File: src/rtl/chacha_cfg_bank.sv
// SPI-driven configuration bank for a ChaCha core: stores key, nonce and block
// position, reads them back over SPI, and issues start/status commands.
module chacha_cfg_bank #(
    parameter int unsigned KEY_BYTES   = 32,
    parameter int unsigned NONCE_BYTES = 12,
    parameter int unsigned POS_BYTES   = 4
) (
    input  logic                     i_Clk,
    input  logic                     i_Rst,
    input  logic                     o_RX_DV,
    input  logic [7:0]               o_RX_Byte,
    output logic                     i_TX_DV,
    output logic [7:0]               i_TX_Byte,
    input  logic                     i_Core_Busy,
    input  logic                     i_Block_Done,
    output logic [8*KEY_BYTES-1:0]   o_Key,
    output logic [8*NONCE_BYTES-1:0] o_Nonce,
    output logic [8*POS_BYTES-1:0]   o_Pos,
    output logic                     o_Start,
    output logic                     o_Err
);

    localparam int unsigned KN_MAX    = (KEY_BYTES > NONCE_BYTES) ? KEY_BYTES : NONCE_BYTES;
    localparam int unsigned MAX_BYTES = (KN_MAX > POS_BYTES) ? KN_MAX : POS_BYTES;
    localparam int unsigned CNT_W     = $clog2(MAX_BYTES + 1);
    localparam int unsigned KW        = 8 * KEY_BYTES;
    localparam int unsigned NW        = 8 * NONCE_BYTES;
    localparam int unsigned PW        = 8 * POS_BYTES;

    typedef enum logic [2:0] {
        ST_IDLE,
        ST_WR_KEY,
        ST_WR_NONCE,
        ST_WR_POS,
        ST_RD_KEY,
        ST_RD_NONCE,
        ST_RD_POS
    } state_t;

    state_t           state_q, state_d;
    logic [CNT_W-1:0] cnt_q, cnt_d, cnt_nxt;
    logic [KW-1:0]    key_d;
    logic [NW-1:0]    nonce_d;
    logic [PW-1:0]    pos_d;
    logic             tx_dv_d;
    logic [7:0]       tx_byte_d;
    logic             start_d;
    logic             err_d;
    logic             pos_wr;

    // State and all registered outputs
    always_ff @(posedge i_Clk or posedge i_Rst) begin
        if (i_Rst) begin
            state_q   <= ST_IDLE;
            cnt_q     <= '0;
            o_Key     <= '0;
            o_Nonce   <= '0;
            o_Pos     <= '0;
            i_TX_DV   <= 1'b0;
            i_TX_Byte <= 8'h00;
            o_Start   <= 1'b0;
            o_Err     <= 1'b0;
        end else begin
            state_q   <= state_d;
            cnt_q     <= cnt_d;
            o_Key     <= key_d;
            o_Nonce   <= nonce_d;
            o_Pos     <= pos_d;
            i_TX_DV   <= tx_dv_d;
            i_TX_Byte <= tx_byte_d;
            o_Start   <= start_d;
            o_Err     <= err_d;
        end
    end

    // Command decode, byte transfers and position counter
    always_comb begin
        state_d   = state_q;
        cnt_d     = cnt_q;
        cnt_nxt   = cnt_q + CNT_W'(1);
        key_d     = o_Key;
        nonce_d   = o_Nonce;
        pos_d     = o_Pos;
        tx_dv_d   = 1'b0;
        tx_byte_d = i_TX_Byte;
        start_d   = 1'b0;
        err_d     = o_Err;
        pos_wr    = 1'b0;

        case (state_q)
            ST_IDLE: begin
                if (o_RX_DV) begin
                    cnt_d = '0;
                    case (o_RX_Byte)
                        8'h01: state_d = ST_WR_KEY;
                        8'h02: state_d = ST_WR_NONCE;
                        8'h03: state_d = ST_WR_POS;
                        8'h04: begin
                            tx_dv_d   = 1'b1;
                            tx_byte_d = o_Key[7:0];
                            if (KEY_BYTES > 1) state_d = ST_RD_KEY;
                        end
                        8'h05: begin
                            tx_dv_d   = 1'b1;
                            tx_byte_d = o_Nonce[7:0];
                            if (NONCE_BYTES > 1) state_d = ST_RD_NONCE;
                        end
                        8'h06: begin
                            tx_dv_d   = 1'b1;
                            tx_byte_d = o_Pos[7:0];
                            if (POS_BYTES > 1) state_d = ST_RD_POS;
                        end
                        8'h07: begin
                            if (i_Core_Busy) err_d   = 1'b1;
                            else             start_d = 1'b1;
                        end
                        8'h08: begin
                            tx_dv_d   = 1'b1;
                            tx_byte_d = {6'b0, o_Err, i_Core_Busy};
                            err_d     = 1'b0;
                        end
                        default: ;
                    endcase
                end
            end
            ST_WR_KEY: begin
                if (o_RX_DV) begin
                    for (int k = 0; k < int'(KEY_BYTES); k++)
                        if (cnt_q == CNT_W'(k)) key_d[8*k +: 8] = o_RX_Byte;
                    cnt_d = cnt_nxt;
                    if (cnt_q == CNT_W'(KEY_BYTES - 1)) begin
                        state_d = ST_IDLE;
                        cnt_d   = '0;
                    end
                end
            end
            ST_WR_NONCE: begin
                if (o_RX_DV) begin
                    for (int k = 0; k < int'(NONCE_BYTES); k++)
                        if (cnt_q == CNT_W'(k)) nonce_d[8*k +: 8] = o_RX_Byte;
                    cnt_d = cnt_nxt;
                    if (cnt_q == CNT_W'(NONCE_BYTES - 1)) begin
                        state_d = ST_IDLE;
                        cnt_d   = '0;
                    end
                end
            end
            ST_WR_POS: begin
                if (o_RX_DV) begin
                    pos_wr = 1'b1;
                    for (int k = 0; k < int'(POS_BYTES); k++)
                        if (cnt_q == CNT_W'(k)) pos_d[8*k +: 8] = o_RX_Byte;
                    cnt_d = cnt_nxt;
                    if (cnt_q == CNT_W'(POS_BYTES - 1)) begin
                        state_d = ST_IDLE;
                        cnt_d   = '0;
                    end
                end
            end
            // In read states cnt_q is the index of the byte last emitted
            ST_RD_KEY: begin
                if (o_RX_DV) begin
                    tx_dv_d = 1'b1;
                    for (int k = 0; k < int'(KEY_BYTES); k++)
                        if (cnt_nxt == CNT_W'(k)) tx_byte_d = o_Key[8*k +: 8];
                    cnt_d = cnt_nxt;
                    if (cnt_nxt == CNT_W'(KEY_BYTES - 1)) begin
                        state_d = ST_IDLE;
                        cnt_d   = '0;
                    end
                end
            end
            ST_RD_NONCE: begin
                if (o_RX_DV) begin
                    tx_dv_d = 1'b1;
                    for (int k = 0; k < int'(NONCE_BYTES); k++)
                        if (cnt_nxt == CNT_W'(k)) tx_byte_d = o_Nonce[8*k +: 8];
                    cnt_d = cnt_nxt;
                    if (cnt_nxt == CNT_W'(NONCE_BYTES - 1)) begin
                        state_d = ST_IDLE;
                        cnt_d   = '0;
                    end
                end
            end
            ST_RD_POS: begin
                if (o_RX_DV) begin
                    tx_dv_d = 1'b1;
                    for (int k = 0; k < int'(POS_BYTES); k++)
                        if (cnt_nxt == CNT_W'(k)) tx_byte_d = o_Pos[8*k +: 8];
                    cnt_d = cnt_nxt;
                    if (cnt_nxt == CNT_W'(POS_BYTES - 1)) begin
                        state_d = ST_IDLE;
                        cnt_d   = '0;
                    end
                end
            end
            default: begin
                state_d = ST_IDLE;
                cnt_d   = '0;
            end
        endcase

        // A host position write in the same cycle suppresses the increment
        if (i_Block_Done && !pos_wr) pos_d = o_Pos + PW'(1);
    end

endmodule
File: config.mk
export PLATFORM = sky130hd
export DESIGN_NAME = chacha_cfg_bank
export DESIGN_NICKNAME = d
export VERILOG_FILES = /design/src/rtl/chacha_cfg_bank.sv
export SDC_FILE = /design/constraint.sdc
export NUM_CORES = 1
export LEC_CHECK = 0
export ABC_CLOCK_PERIOD_IN_PS = 16870
export CAP_MARGIN = 20
export CORE_MARGIN = 4
export CORE_UTILIZATION = 45
export DETAILED_ROUTE_END_ITERATION = 8
export HOLD_SLACK_MARGIN = 0.08
export PLACE_DENSITY = 0.79
export SKIP_LAST_GASP = 1
export SLEW_MARGIN = 20
export SYNTH_ARGS = -nofsm -noshare
export SYNTH_HDL_FRONTEND = slang
export SYNTH_SLANG_ARGS = --single-unit
File: constraint.sdc
create_clock -name i_Clk -period 16.87 [get_ports i_Clk]
set_clock_uncertainty 0.15 [all_clocks]
set_input_delay 1.687 -clock i_Clk [delete_from_list [all_inputs] [get_ports i_Clk]]
set_output_delay 1.687 -clock i_Clk [all_outputs]
set_load 0.01 [all_outputs]
# ---- Word level (Yosys, flattened, before mapping)
# Index checks and enable logic that the tools add are counted.
dict set report word_totals {
  regBits 404
  inputBits 13
}
dict set report classes {
  add_sub_neg 2
  eq_ne 95
  n_mux 101
  n_reduce_logical 67
}
# operator count
set op_table {}
lappend op_table {{$mux 8} 56}
lappend op_table {{$eq 6x5->1 const B} 32}
lappend op_table {{$reduce_and 3->1} 48}
lappend op_table {{$eq 6x4->1 const B} 16}
lappend op_table {{$mux 32} 3}
lappend op_table {{$mux 6} 13}
lappend op_table {{$pmux 8 s4} 2}
lappend op_table {{$eq 6x3->1 const B} 8}
lappend op_table {{$pmux 6 s7} 1}
lappend op_table {{$mux 3} 13}
lappend op_table {{$ne 33x33->1 const B} 1}
lappend op_table {{$add 32x1->32 const B} 1}
lappend op_table {{$eq 8x3->1 const B} 4}
lappend op_table {{$ne 2x2->1 const B} 14}
lappend op_table {{$eq 6x2->1 const B} 4}
lappend op_table {{$pmux 3 s7} 1}
lappend op_table {{$pmux 3 s6} 1}
lappend op_table {{$eq 8x2->1 const B} 2}
lappend op_table {{$reduce_and 14->1} 1}
lappend op_table {{$reduce_bool 2->1} 7}
lappend op_table {{$ne 13x13->1 const B} 1}
lappend op_table {{$eq 6x1->1 const B} 2}
lappend op_table {{$logic_not 6->1} 2}
lappend op_table {{$eq 3x3->1 const B} 3}
lappend op_table {{other kinds (19)} 29}

# ---- Depth between registers and ports, before layout
dict set report logic_depth {
  word_depth 36
  ltp_mapped 15
  ltp_nobuf 11
}

# ---- Worst setup path after synthesis
# Ideal clock, no wire load.
dict set report synth_path {
  path_type {input to register}
  from {in o_RX_Byte[7]}
  to {reg i_TX_Byte[3]}
  setup_ps 131
  t_arrival_ps 3492
  setup_slack_ps 13097
  stages 9
  path_buffers 1
  path_cell_list {or4_1 nor3b_1 a21oi_1 o221ai_1 o211a_1 o31ai_4 buf_4 a311oi_1 a21oi_1}
}
dict set report synth_via {
  elab_chain_cells 4
}
# item line_no
set synth_lines {}
lappend synth_lines {{start, declared} 11} ;# input logic [7:0] o_RX_Byte,
lappend synth_lines {{$eq 8x4->1 or $eq 8x3->1 (tied branches)} 94} ;# case (o_RX_Byte)
lappend synth_lines {{$pmux 8 s4} 94}
lappend synth_lines {{$mux 8} 92} ;# if (o_RX_DV) begin
lappend synth_lines {{$pmux 8 s4} 90} ;# case (state_q)
lappend synth_lines {{end signal, assigned} 70} ;# i_TX_Byte <= tx_byte_d;
lappend synth_lines {{end, declared} 13} ;# output logic [7:0] i_TX_Byte,
# Several ways; a longest one is shown, not always the timed one. The select of a mux whose other input is x is not followed.
# A chain may end at the register's enable or synchronous reset.

# ---- Worst setup path after layout
dict set report layout_path {
  from {reg cnt_q[1]}
  to {reg i_TX_Byte[3]}
}
dict set report layout_via {
  elab_chain_cells 35
}
# item line_no
set layout_lines {}
lappend layout_lines {{start, declared} 41} ;# logic [CNT_W-1:0] cnt_q, cnt_d, cnt_nxt;
lappend layout_lines {{start signal, assigned} 65} ;# cnt_q <= cnt_d;
lappend layout_lines {{$add 6x1->6 (*)} 80} ;# cnt_nxt = cnt_q + CNT_W'(1);
lappend layout_lines {{$eq 6x1->1} {165, 177, 189}}
lappend layout_lines {{$mux 8 (31 in a row)} 165} ;# if (cnt_nxt == CNT_W'(k)) tx_byte_d = o_Key[8*k +: 8];
lappend layout_lines {{$mux 8} 162} ;# if (o_RX_DV) begin
lappend layout_lines {{$pmux 8 s4} 90}
# Every way passes the cells marked *; elsewhere a longest branch is shown, timed or not. The select of a mux whose other input is x is not followed.

==> metrics.md <==
| Metric | Value |
|---|---|
| Yosys top cell by area | dfrtp_1 |
| Post-synth EDFFs | 0 |
| Hold_buf cts | 0 |
| FF+latch count, synth | 404 |
| Ranking of synthesized cells by area | dfrtp_1 48%, mux2_2 16%, nand2_1 3.1%, o21ai_0 3.1%, a21oi_1 2.1% |
| Layout cell share with drive strength beyond 1 | 19.8% |
| Initial Utilization | 45.6% |
| Yosys cell types | 104 |
| Max-slew headroom | 23.0% |
| Endpoints failing hold | 0 |
| RSZ-0062 raised after global routing | no |
| First-pass GRT wire length | 137000 um |
| CTS tree | yes |
| DRC errors left | 0 |
| FF-to-FF path depth | 11 |
| Gr usage total | 35.5% |
| Ports | 408 |
| Core area | 46700 um2 |
| Tcrit/Tclk final | 33.8% |
| Cell total after placement | 2931 |
| Final Critical Period | 5700 ps |
| Critical R2R Launch | cnt_q[1] |
| Area growth syn-to-layout | 28.5% |
| N_diodes | 0 |
| Vias in the first global route | 20200 |
| WP data required | 17180 ps |
| Register area share after synthesis | 47.6% |
| Routability cong. | 0.998 |
| Final setup vio count | 0 |
| Arrival @ worst endpoint | 6010 ps |
| Slew @ Worst Pin | 1150 ps |
| Routed WL per cell | 30.9 um |
| Clock transition at path regs | 60 ps |
| Max-cap violations | 0 |
| Max frequency | 0.175 GHz |
| Leak | 12.1 nW |
| Vias per cell | 6.86 |
| Max clock buf depth | 3 |
| CP Launch Point | cnt_q[1] |
| Final core occ | 58.6% |
| FILL cells | 3905 |
| H-Tree Level Count | 2 |
| Initial antenna violation count | 0 |
| Clock latency on the worst-skew pair | 580 ps |
| Die area | 50800 um2 |
| Aggregate routed wire length | 93200 um |
| Synth cell count leaders | 404 x dfrtp_1, 309 x mux2_2, 178 x nand2_1 |
| Die H | 225 um |
| Sink Count | 404 |
| Total CTS buffers | 44 |
| Number of cells in the finished layout apart from fillers | 3015 |
| CP endpoint kind | flip-flop |
| Synthesis Warnings | 0 |
| Ys flop type | dfrtp_1 |
| Max Slew Vio Count | 0 |
| Clock root buffer | clkbuf_16 |
| Via count | 20700 |
| Overflow after GRT | 0 |
| Yosys top cell area share | 47.6% |
| Reg2reg setup slack | 11170 ps |
| R2R Path End | i_TX_Byte[3] |
| Count leader, synth | dfrtp_1 |
| Postcts setup bufs | 0 |
| Synth Area per Inst | 10.6 um2 |
| Port buffer count | 407 |
| Hold Crit Class | flip-flop to flip-flop |
| Routed Antenna Nets | 0 |
| CP endpoint | i_TX_Byte[3] |
| VDD IR max | 0.0000639 V |
| Power per Cell Area | 92.9 nW/um2 |
| Critical path launch point type | flip-flop |
| Asr flop ratio synth | 100% |
| Status | finished, final reports clean |
| Final net count | 2392 |
| Final HPWL DP | 66500 um |
| Tot Pwr | 2.54 mW |
| Synthesized netlist net count | 2032 |
| Crit path max fanout | 32 |
| Pre-antenna DRT Iters | 8 |
| Largest net degree at the start of global routing | 104 |
| PostCTS Resize Cnt | 0 |
| Die Span X | 225 um |
| CP Class | flip-flop to flip-flop |
| Cells after Synth | 2012 |
| Site Rows | 79 |
| Hold WS | 396 ps |
| Drt initial violations | 3300 |
| Sum Neg Setup Slack | 0 ps |
| Synthesized cell area | 21300 um2 |
stage by stage:
stage	setup slack (ps)	cell area, um2
after detailed placement	11260	25800
after floorplan	3800	21300
final	11170	27300
after CTS	11210	27300
after global placement	11150	25800
after global routing	11040	27300
layout make-up:
type | instances | area, um2 | area share, %
Inverter | 23 | 95.1 | 0.348
Clock buffer | 67 | 1270 | 4.65
Sequential cell | 404 | 10100 | 37.0
Multi-Input combinational cell | 1447 | 10500 | 38.4
Tap cell | 607 | 759 | 2.78
Clock inverter | 15 | 226 | 0.829
Timing Repair Buffer | 452 | 4380 | 16.0
worst min path at each step:
| stage | from | to | slack (ps) | cells past startpoint |
|---|---|---|---|---|
| 4_1_cts | o_Nonce[28] | o_Nonce[28] | 390 | 2 |
| 5_1_grt | o_Key[172] | o_Key[172] | 400 | 2 |
| 6_report | o_Key[180] | o_Key[180] | 400 | 2 |
| 2_1_floorplan | i_TX_Byte[5] | i_TX_Byte[5] | 380 | 2 |
| 3_3_place_gp | o_Key[220] | o_Key[220] | 360 | 2 |
| 3_5_place_dp | o_Key[180] | o_Key[180] | 370 | 2 |
sequential cells by signal, indices dropped and copies added (netlist names):
signal	count
o_Key	256
o_Nonce	96
o_Pos	32
i_TX_Byte	8
cnt_q	6
state_q	3
i_TX_DV	1
o_Err	1
o_Start	1
cells in the final DEF (no fill, tap or decap), types with 28 or more instances in the layout:
cell,instances
a211oi_1,38
a21oi_1,90
buf_4,41
clkbuf_16,46
clkdlybuf4s50_1,400
dfrtp_1,404
mux2_2,309
nand2_1,178
nand3_1,82
nor2_1,118
nor3_1,40
o211ai_1,38
o21ai_0,131
o221ai_1,28
o22ai_1,30
cells by family after synthesis:
group	after synthesis	share of synthesized area [%]
AO/OA/AOI/OAI	587	19.8
XOR/XNOR	1	0.0412
adder cells (fa/ha/maj)	7	0.412
buffers and inverters	161	3.30
flip-flops	404	47.6
multiplexers	323	17.0
AND/OR/NAND/NOR	529	11.9
worst max-delay path, cell delays in order (launching register included):
cell and delay, ps:
dfrtp_1 730, ha_1 910, and3_1 480, a41o_1 220, buf_4 350, nand3_1 740
and3_1 630, a211oi_1 440, o2111a_1 240, a211oi_1 130, o41ai_1 410, a21oi_1 120
report_power, final:
part           total (mW)  leakage [nW]  internal, mW  switching [mW]
Combinational       0.435          5.79         0.163           0.272
Sequential           1.09          5.58          1.01          0.0810
Clock                1.01         0.718         0.599           0.415
layer usage:
metal  global-route usage (%)  share of wire (%)
met1                     48.8                 39
met2                     55.0                 45
met3                     8.90                 12
met4                     12.8                4.5
met5                        0                  0
Note: power is estimated with default switching activity, not from simulation.
